File: config.mk
export PLATFORM = sky130hd
export DESIGN_NAME = instruction_loader_flat
export DESIGN_NICKNAME = d
export VERILOG_FILES = /design/src/rtl/instruction_loader_if.sv /design/src/rtl/instruction_loader.sv /design/src/flat_wrapper.sv
export SDC_FILE = /design/constraint.sdc
export NUM_CORES = 1
export LEC_CHECK = 0
export ABC_AREA = 1
export CORE_ASPECT_RATIO = 1.75
export CORE_MARGIN = 3
export CORE_UTILIZATION = 45
export DETAILED_ROUTE_END_ITERATION = 10
export PLACE_DENSITY = 0.82
export SLEW_MARGIN = 20
export SYNTH_ARGS = -nofsm -noshare
export SYNTH_HDL_FRONTEND = slang
export SYNTH_SLANG_ARGS = --single-unit
export TNS_END_PERCENT = 20
File: constraint.sdc
create_clock -name CLK -period 3 [get_ports CLK]
set_clock_uncertainty 0.05 [all_clocks]
set_input_delay 0.9 -clock CLK [delete_from_list [all_inputs] [get_ports CLK]]
set_output_delay 0.9 -clock CLK [all_outputs]
set_load 0.02 [all_outputs]
File: src/rtl/instruction_loader_if.sv
// Host-to-loader word handshake plus the loader's byte write port and status.
// The loader (slave) drives the memory port and status; the host (master) supplies words.
interface instruction_loader_if #(
  parameter int ADDR_W = 8
);
  logic              Start;
  logic [31:0]       WordIn;
  logic              WordValid;
  logic              LastWord;
  logic              WordReady;
  logic              MemWE;
  logic [ADDR_W-1:0] MemAddr;
  logic [7:0]        MemByte;
  logic              Busy;
  logic              Done;
  logic              Overflow;
  logic [7:0]        Checksum;

  modport master (
    output Start, WordIn, WordValid, LastWord,
    input  WordReady, MemWE, MemAddr, MemByte, Busy, Done, Overflow, Checksum
  );

  modport slave (
    input  Start, WordIn, WordValid, LastWord,
    output WordReady, MemWE, MemAddr, MemByte, Busy, Done, Overflow, Checksum
  );
endinterface

File: src/rtl/instruction_loader.sv
// Serialises 32-bit instruction words into four big-endian byte writes (MSB first).
// Optional running byte checksum is built only when LOADER_CHECKSUM_EN is defined.
module instruction_loader #(
  parameter int ADDR_W      = 8,
  parameter int DEPTH_BYTES = 256,
  parameter int START_ADDR  = 0
) (
  input  logic                 CLK,
  input  logic                 Reset,
  instruction_loader_if.slave  bus
);

  typedef enum logic [1:0] {
    S_IDLE,
    S_ACCEPT,
    S_WRITE,
    S_DONE
  } state_t;

  // One extra bit so base+3 at the top of memory cannot alias to a low address.
  localparam logic [ADDR_W:0] LP_START     = (ADDR_W+1)'(START_ADDR);
  localparam logic [ADDR_W:0] LP_LAST_ADDR = (ADDR_W+1)'(DEPTH_BYTES - 1);
  localparam logic [ADDR_W:0] LP_THREE     = (ADDR_W+1)'(3);
  localparam logic [ADDR_W:0] LP_FOUR      = (ADDR_W+1)'(4);

  state_t            r_state;
  state_t            w_next_state;
  logic [ADDR_W:0]   r_base;
  logic [31:0]       r_word;
  logic              r_last;
  logic [1:0]        r_beat;
  logic              r_overflow;
  logic              w_start_ok;
  logic              w_fits;
  logic [7:0]        w_byte;
  logic [ADDR_W-1:0] w_addr;

  assign w_start_ok = ((r_state == S_IDLE) || (r_state == S_DONE)) && bus.Start;
  assign w_fits     = (r_base + LP_THREE) <= LP_LAST_ADDR;

  // NOTE: every signal written in always_comb gets a default first, so no latch is inferred.
  always_comb begin
    w_next_state = r_state;
    unique case (r_state)
      S_IDLE, S_DONE: if (bus.Start) w_next_state = S_ACCEPT;
      S_ACCEPT:       if (bus.WordValid) w_next_state = w_fits ? S_WRITE : S_DONE;
      S_WRITE:        if (r_beat == 2'd3) w_next_state = r_last ? S_DONE : S_ACCEPT;
      default:        w_next_state = S_IDLE;
    endcase
  end

  // NOTE: sequential state uses non-blocking assignments so all registers update together.
  always_ff @(posedge CLK or posedge Reset) begin
    if (Reset) begin
      r_state    <= S_IDLE;
      r_base     <= '0;
      r_word     <= '0;
      r_last     <= 1'b0;
      r_beat     <= '0;
      r_overflow <= 1'b0;
    end else begin
      r_state <= w_next_state;
      unique case (r_state)
        S_IDLE, S_DONE: begin
          if (bus.Start) begin
            r_base     <= LP_START;
            r_overflow <= 1'b0;
          end
        end
        S_ACCEPT: begin
          if (bus.WordValid) begin
            if (w_fits) begin
              r_word <= bus.WordIn;
              r_last <= bus.LastWord;
              r_beat <= 2'd0;
            end else begin
              r_overflow <= 1'b1;
            end
          end
        end
        S_WRITE: begin
          r_beat <= r_beat + 2'd1;
          if (r_beat == 2'd3) r_base <= r_base + LP_FOUR;
        end
        default: ;
      endcase
    end
  end

  // Address and data are forced to zero outside WRITE so the port is quiet when idle.
  always_comb begin
    w_byte = 8'h00;
    w_addr = '0;
    if (r_state == S_WRITE) begin
      w_addr = r_base[ADDR_W-1:0] + ADDR_W'(r_beat);
      unique case (r_beat)
        2'd0:    w_byte = r_word[31:24];
        2'd1:    w_byte = r_word[23:16];
        2'd2:    w_byte = r_word[15:8];
        default: w_byte = r_word[7:0];
      endcase
    end
  end

`ifdef LOADER_CHECKSUM_EN
  logic [7:0] r_checksum;

  always_ff @(posedge CLK or posedge Reset) begin
    if (Reset) begin
      r_checksum <= 8'h00;
    end else if (w_start_ok) begin
      r_checksum <= 8'h00;
    end else if (r_state == S_WRITE) begin
      r_checksum <= r_checksum + w_byte;
    end
  end

  assign bus.Checksum = r_checksum;
`else
  assign bus.Checksum = 8'h00;
`endif

  assign bus.WordReady = (r_state == S_ACCEPT);
  assign bus.Busy      = (r_state == S_ACCEPT) || (r_state == S_WRITE);
  assign bus.MemWE     = (r_state == S_WRITE);
  assign bus.MemAddr   = w_addr;
  assign bus.MemByte   = w_byte;
  assign bus.Done      = (r_state == S_DONE);
  assign bus.Overflow  = r_overflow;

endmodule

File: src/flat_wrapper.sv
// flat-port wrapper written by rule: the top's interface ports become plain ports
module instruction_loader_flat 
#(
  parameter int ADDR_W      = 8,
  parameter int DEPTH_BYTES = 256,
  parameter int START_ADDR  = 0
)
  (CLK, Reset, bus_Start, bus_WordIn, bus_WordValid, bus_LastWord, bus_WordReady, bus_MemWE, bus_MemAddr, bus_MemByte, bus_Busy, bus_Done, bus_Overflow, bus_Checksum);
  instruction_loader_if #(.ADDR_W(ADDR_W)) bus_i ();
  input  logic CLK;
  input  logic Reset;
  input wire logic [$bits(bus_i.Start)-1:0] bus_Start;
  input wire logic [$bits(bus_i.WordIn)-1:0] bus_WordIn;
  input wire logic [$bits(bus_i.WordValid)-1:0] bus_WordValid;
  input wire logic [$bits(bus_i.LastWord)-1:0] bus_LastWord;
  output wire logic [$bits(bus_i.WordReady)-1:0] bus_WordReady;
  output wire logic [$bits(bus_i.MemWE)-1:0] bus_MemWE;
  output wire logic [$bits(bus_i.MemAddr)-1:0] bus_MemAddr;
  output wire logic [$bits(bus_i.MemByte)-1:0] bus_MemByte;
  output wire logic [$bits(bus_i.Busy)-1:0] bus_Busy;
  output wire logic [$bits(bus_i.Done)-1:0] bus_Done;
  output wire logic [$bits(bus_i.Overflow)-1:0] bus_Overflow;
  output wire logic [$bits(bus_i.Checksum)-1:0] bus_Checksum;
  assign bus_i.Start = bus_Start;
  assign bus_i.WordIn = bus_WordIn;
  assign bus_i.WordValid = bus_WordValid;
  assign bus_i.LastWord = bus_LastWord;
  assign bus_WordReady = bus_i.WordReady;
  assign bus_MemWE = bus_i.MemWE;
  assign bus_MemAddr = bus_i.MemAddr;
  assign bus_MemByte = bus_i.MemByte;
  assign bus_Busy = bus_i.Busy;
  assign bus_Done = bus_i.Done;
  assign bus_Overflow = bus_i.Overflow;
  assign bus_Checksum = bus_i.Checksum;
  instruction_loader #(.ADDR_W(ADDR_W), .DEPTH_BYTES(DEPTH_BYTES), .START_ADDR(START_ADDR)) u_core (.CLK(CLK), .Reset(Reset), .bus(bus_i));
endmodule
## Yosys cells after proc, flatten, opt, wreduce, memory -nomap -nowiden

Cells that the tools add are included.

| word-level totals | value |
|---|---|
| register bits | 47 |
| bits of input ports | 37 |
| output and inout bits | 29 |

| cells by class | value |
|---|---|
| add/sub/neg operators | 4 |
| order comparisons | 1 |
| eq/ne operators | 11 |
| muxes and demuxes | 19 |
| reduce and logical (&&, ||, !) cells | 12 |

Operators with widths:

| operator | number |
|---|---|
| $pmux W8 S3 | 1 |
| $mux W9 | 2 |
| $pmux W9 S2 | 1 |
| $mux W8 | 2 |
| $mux W2 | 6 |
| $reduce_and A3 Y1 | 4 |
| $add A9 B2 Y9 const B | 1 |
| $add A9 B3 Y9 const B | 1 |
| $le A9 B8 Y1 const B | 1 |
| $add A8 B2 Y8 | 1 |
| $eq A2 B2 Y1 const B | 4 |
| $ne A2 B2 Y1 const B | 3 |
| $pmux W2 S3 | 1 |
| $reduce_bool A2 Y1 | 3 |
| $eq A2 B1 Y1 const B | 2 |
| $logic_not A2 Y1 | 2 |
| $mux W1 | 4 |
| $ne A2 B1 Y1 const B | 2 |
| $pmux W2 S2 | 1 |
| $reduce_and A4 Y1 | 1 |
| $add A2 B1 Y2 const B | 1 |
| $pmux W1 S2 | 1 |
| $reduce_or A2 Y1 | 1 |
| $logic_or A1 B1 Y1 | 1 |

## Logic depth before layout (Yosys ltp)

| logic depth | value |
|---|---|
| depth in word-level cells | 5 |
| mapped depth | 9 |
| depth with buffers taken out | 9 |

## Worst setup path before layout

Ideal clock, no wire load.

| timing path | value |
|---|---|
| path kind | register -> output |
| from | register u_core.r_state[0] |
| to | output bus_MemByte[0] |
| arrival time | 1463 ps |
| data required time | 2050 ps |
| path slack | 587 ps |
| stages on the path, launching flop included | 7 |
| path buffers | 1 |
| path through | dfrtp_1 inv_1 ha_1 buf_2 nand2_1 clkinv_1 a22o_1 |

| on the way | value |
|---|---|
| longest elaborated chain between the ends | 2 |

Ends and longest elaborated chain:

| item | line | source |
|---|---|---|
| start, declared | instruction_loader.sv:26 | `state_t r_state;` |
| start signal, assigned | instruction_loader.sv:62 | `r_state <= w_next_state;` |
| $eq A2 B2 Y1 | -- |  |
| named net bus_MemWE | flat_wrapper.sv:17 | `output wire logic [$bits(bus_i.MemWE)-1:0] bus_MemWE;` |
| $mux W8 | instruction_loader.sv:94 | `if (r_state == S_WRITE) begin` |
| end, declared | flat_wrapper.sv:19 | `output wire logic [$bits(bus_i.MemByte)-1:0] bus_MemByte;` |

The timed path passes the listed nets, and every way through them passes these cells.

## Worst setup path in the final report

| timing path | value |
|---|---|
| from | register u_core.r_state[0] |
| to | output bus_MemAddr[5] |

| on the way | value |
|---|---|
| longest elaborated chain between the ends | 2 |

Ends and longest elaborated chain:

| item | line | source |
|---|---|---|
| $eq A2 B2 Y1 | instruction_loader.sv:94 |  |
| $mux W8 | instruction_loader.sv:94 |  |
| end, declared | flat_wrapper.sv:18 | `output wire logic [$bits(bus_i.MemAddr)-1:0] bus_MemAddr;` |

No other way between the ends.

==> qor.csv <==
metric,value,unit
outcome,"complete, no violations",
clock-pin slew on the worst setup and hold paths,0.08,ns
Min-Delay Path Class,reg2reg,
area of placed instances,3090,sq um
clk sinks,45,
vias per cell,4.70,
Detailed Route WL,5630,um
Synth cell types,26,
Die Y,104,um
main combinational cell family by area after synthesis,simple AND/OR/NAND/NOR gates,
# setup viols final,0,
Synth Cell Area,2490,sq um
total CTS buffers,5,
synth top area cells,"dfrtp_1 45%, nand2_1 15%, inv_1 10%",
Initial DRC Count,97,
f_max,350,MHz
total iterations of the first detailed-routing run,4,
H-Tree Depth,2,
Worst-Skew Late Latency,0.29,ns
max-cap violation count,0,
number of global-route vias before repair,2150,
Setup CP Type,reg2out,
VDD IR max,0.000391,V
Critical Path End Type,output port,
Post-Synth XOR/XNOR Area,0,%
"FF+latch count, synth",45,
CP startpoint kind,register,
Power Density,780,nW/um^2
simple-gate share of the synthesized area,21.9,%
CTS tree,built,
"Hold Vio Cnt, Final",0,
IO Pins,66,
post-synthesis to final-layout area growth,29.0,%
Root Buffer,clkbuf_8,
post-route setup TNS,0,ns
share of cells above drive strength 1,7.05,%
GRT Residual Overflow,0,
CP Data Required Time,2.05,ns
RSZ-0062 raised after global routing,no,
mux contribution to synthesized area,0,%
post-synthesis compound-gate area fraction,13.1,%
Post-synth EDFFs,0,
largest area contributor in the netlist,dfrtp_1,
Syn Inst Count,327,
gpl congestion,0.859,
ANT cells,0,
post-DR wirelength/cell,12.3,um
adder-cell share of the synthesized area,4.03,%
gr usage total,18.6,%
Nets,427,
DPL Wire Length,4330,um
worst-path fanout max,11,
pin count of the biggest net entering global routing,61,
core area,5300,sq um
global-route wire length before repair,9620,um
dominant synthesized flop cell,dfrtp_1,
post-route ant nets,0,
PortBufs,57,
chip width,62.2,um
Post-synth top cells,"102 x nand2_1, 67 x inv_1, 45 x dfrtp_1",
min Tclk post-route,2.85,ns
via count,2147,
Final Max Tran Viols,0,
# rows,35,
"Seq/Total Area, Yosys",45.3,%
Initial Util,46.9,%
Yosys top cell area share,45.3,%
"Avg Cell Area, Syn",7.60,sq um
Slew @ Worst Pin,0.575,ns
cell with the most instances after synthesis,nand2_1,
initial antenna violation count,0,
Leak,1.73,nW
post-route cell area,3210,sq um
Tcrit/Tclk final,95.1,%
die area,6490,sq um
arrival time of the worst setup path,1.90,ns
relative slew slack,61.7,%
Post-synth ARST share,100,%
CTS Buffer Depth,2,
# DRC,0,
YS warnings,0,
path summary, 6_finish.rpt:
kind / startpoint / endpoint / slack [ns] / depth (start not counted)
min in group asynchronous: Reset / u_core.r_word[24] / 1.00 / 3
setup / recovery: u_core.r_state[0] / bus_MemAddr[5] / 0.15 / 6
hold reg to reg: u_core.r_word[9] / u_core.r_word[9] / 0.44 / 2
setup reg to reg: u_core.r_state[0] / u_core.r_base[4] / 1.17 / 8
hold / removal: u_core.r_word[9] / u_core.r_word[9] / 0.44 / 2
max in group asynchronous: Reset / u_core.r_base[6] / 1.51 / 3
layout make-up:
class	count	area, sq um
clock buffers	7	86.3
clock inverters	1	30.0
fillers	483	2090
inverters	68	256
multi-input cells	201	1010
flip-flops and latches	45	1130
well taps	74	92.6
repair buffers	61	607
kinds of logic after synthesis:
| group | after synthesis |
|---|---|
| simple gates | 130 |
| buf+inv | 88 |
| compound gates | 55 |
| flops | 45 |
| fa+ha+maj | 8 |
| other cells | 1 |
power breakdown:
| part | internal, mW | switching [mW] | total [mW] |
|---|---|---|---|
| sequential | 0.839 | 0.157 | 0.996 |
| combinational | 0.397 | 0.639 | 1.04 |
| clock | 0.272 | 0.199 | 0.470 |
metrics by stage:
| step | power [mW] | utilization [%] | hold slack [ns] | worst slack (ns) | std cells |
|---|---|---|---|---|---|
| 2_1_floorplan | 1.69 | - | 0.403 | 0.587 | 334 |
| 3_3_place_gp | 2.01 | 58.3 | 0.417 | 0.229 | 449 |
| 3_5_place_dp | 2.04 | 58.3 | 0.422 | 0.213 | 449 |
| 4_1_cts | 2.52 | 60.5 | 0.444 | 0.00175 | 457 |
| 5_1_grt | 2.70 | 60.5 | 0.462 | 0.0391 | 457 |
| 6_report | 2.50 | 60.5 | 0.442 | 0.147 | 457 |
per-layer routing:
| layer | up-vias | GRT usage [%] | share of wire [%] |
|---|---|---|---|
| met3 | 19 | 3.14 | 4.0 |
| li1 | 1087 | - | - |
| met4 | 0 | 9.18 | 3.6 |
| met5 | - | 0 | 0 |
| met2 | 68 | 35.8 | 56 |
| met1 | 973 | 18.7 | 37 |
what timing repair did:
| item | 4_1_cts | 5_1_grt |
|---|---|---|
| hold buffers | 0 | 0 |
| endpoints found under the hold margin | 0 | 0 |
| gates resized for setup | 12 | 1 |
| endpoints found under the setup margin | 8 | 1 |
| setup buffers | 0 | 0 |
registers in the layout, summed over array words and instances, names as in the netlist:
signal and flops:
u_core.r_beat 2, u_core.r_last 1, u_core.bus.Overflow 1, u_core.r_state 2
u_core.r_base 7, u_core.r_word 32
placed cells by master, fill, tap and decap left out, drive strengths merged, types with 2 or more instances in the layout:
cell type | netlist | routed
nand4 | 2 | 2
nand3 | 17 | 17
ha | 8 | 8
a22o | 8 | 8
a21oi | 6 | 6
nand2 | 102 | 102
clkbuf | 3 | 7
dfrtp | 45 | 45
conb | 1 | 8
nor2 | 6 | 6
clkdlybuf4s50 | 0 | 49
buf | 17 | 4
o21ai | 40 | 40
clkinv | 1 | 2
inv | 67 | 66
dlygate4sd2 | 0 | 7
critical path, cell delays in order (launching register included):
cell and delay, ns:
dfrtp_1 0.41, inv_1 0.08, ha_1 0.21, buf_4 0.20
nand2_1 0.07, inv_1 0.05, clkdlybuf4s50_1 0.59
No activity file was read; power rests on OpenSTA's default activity.
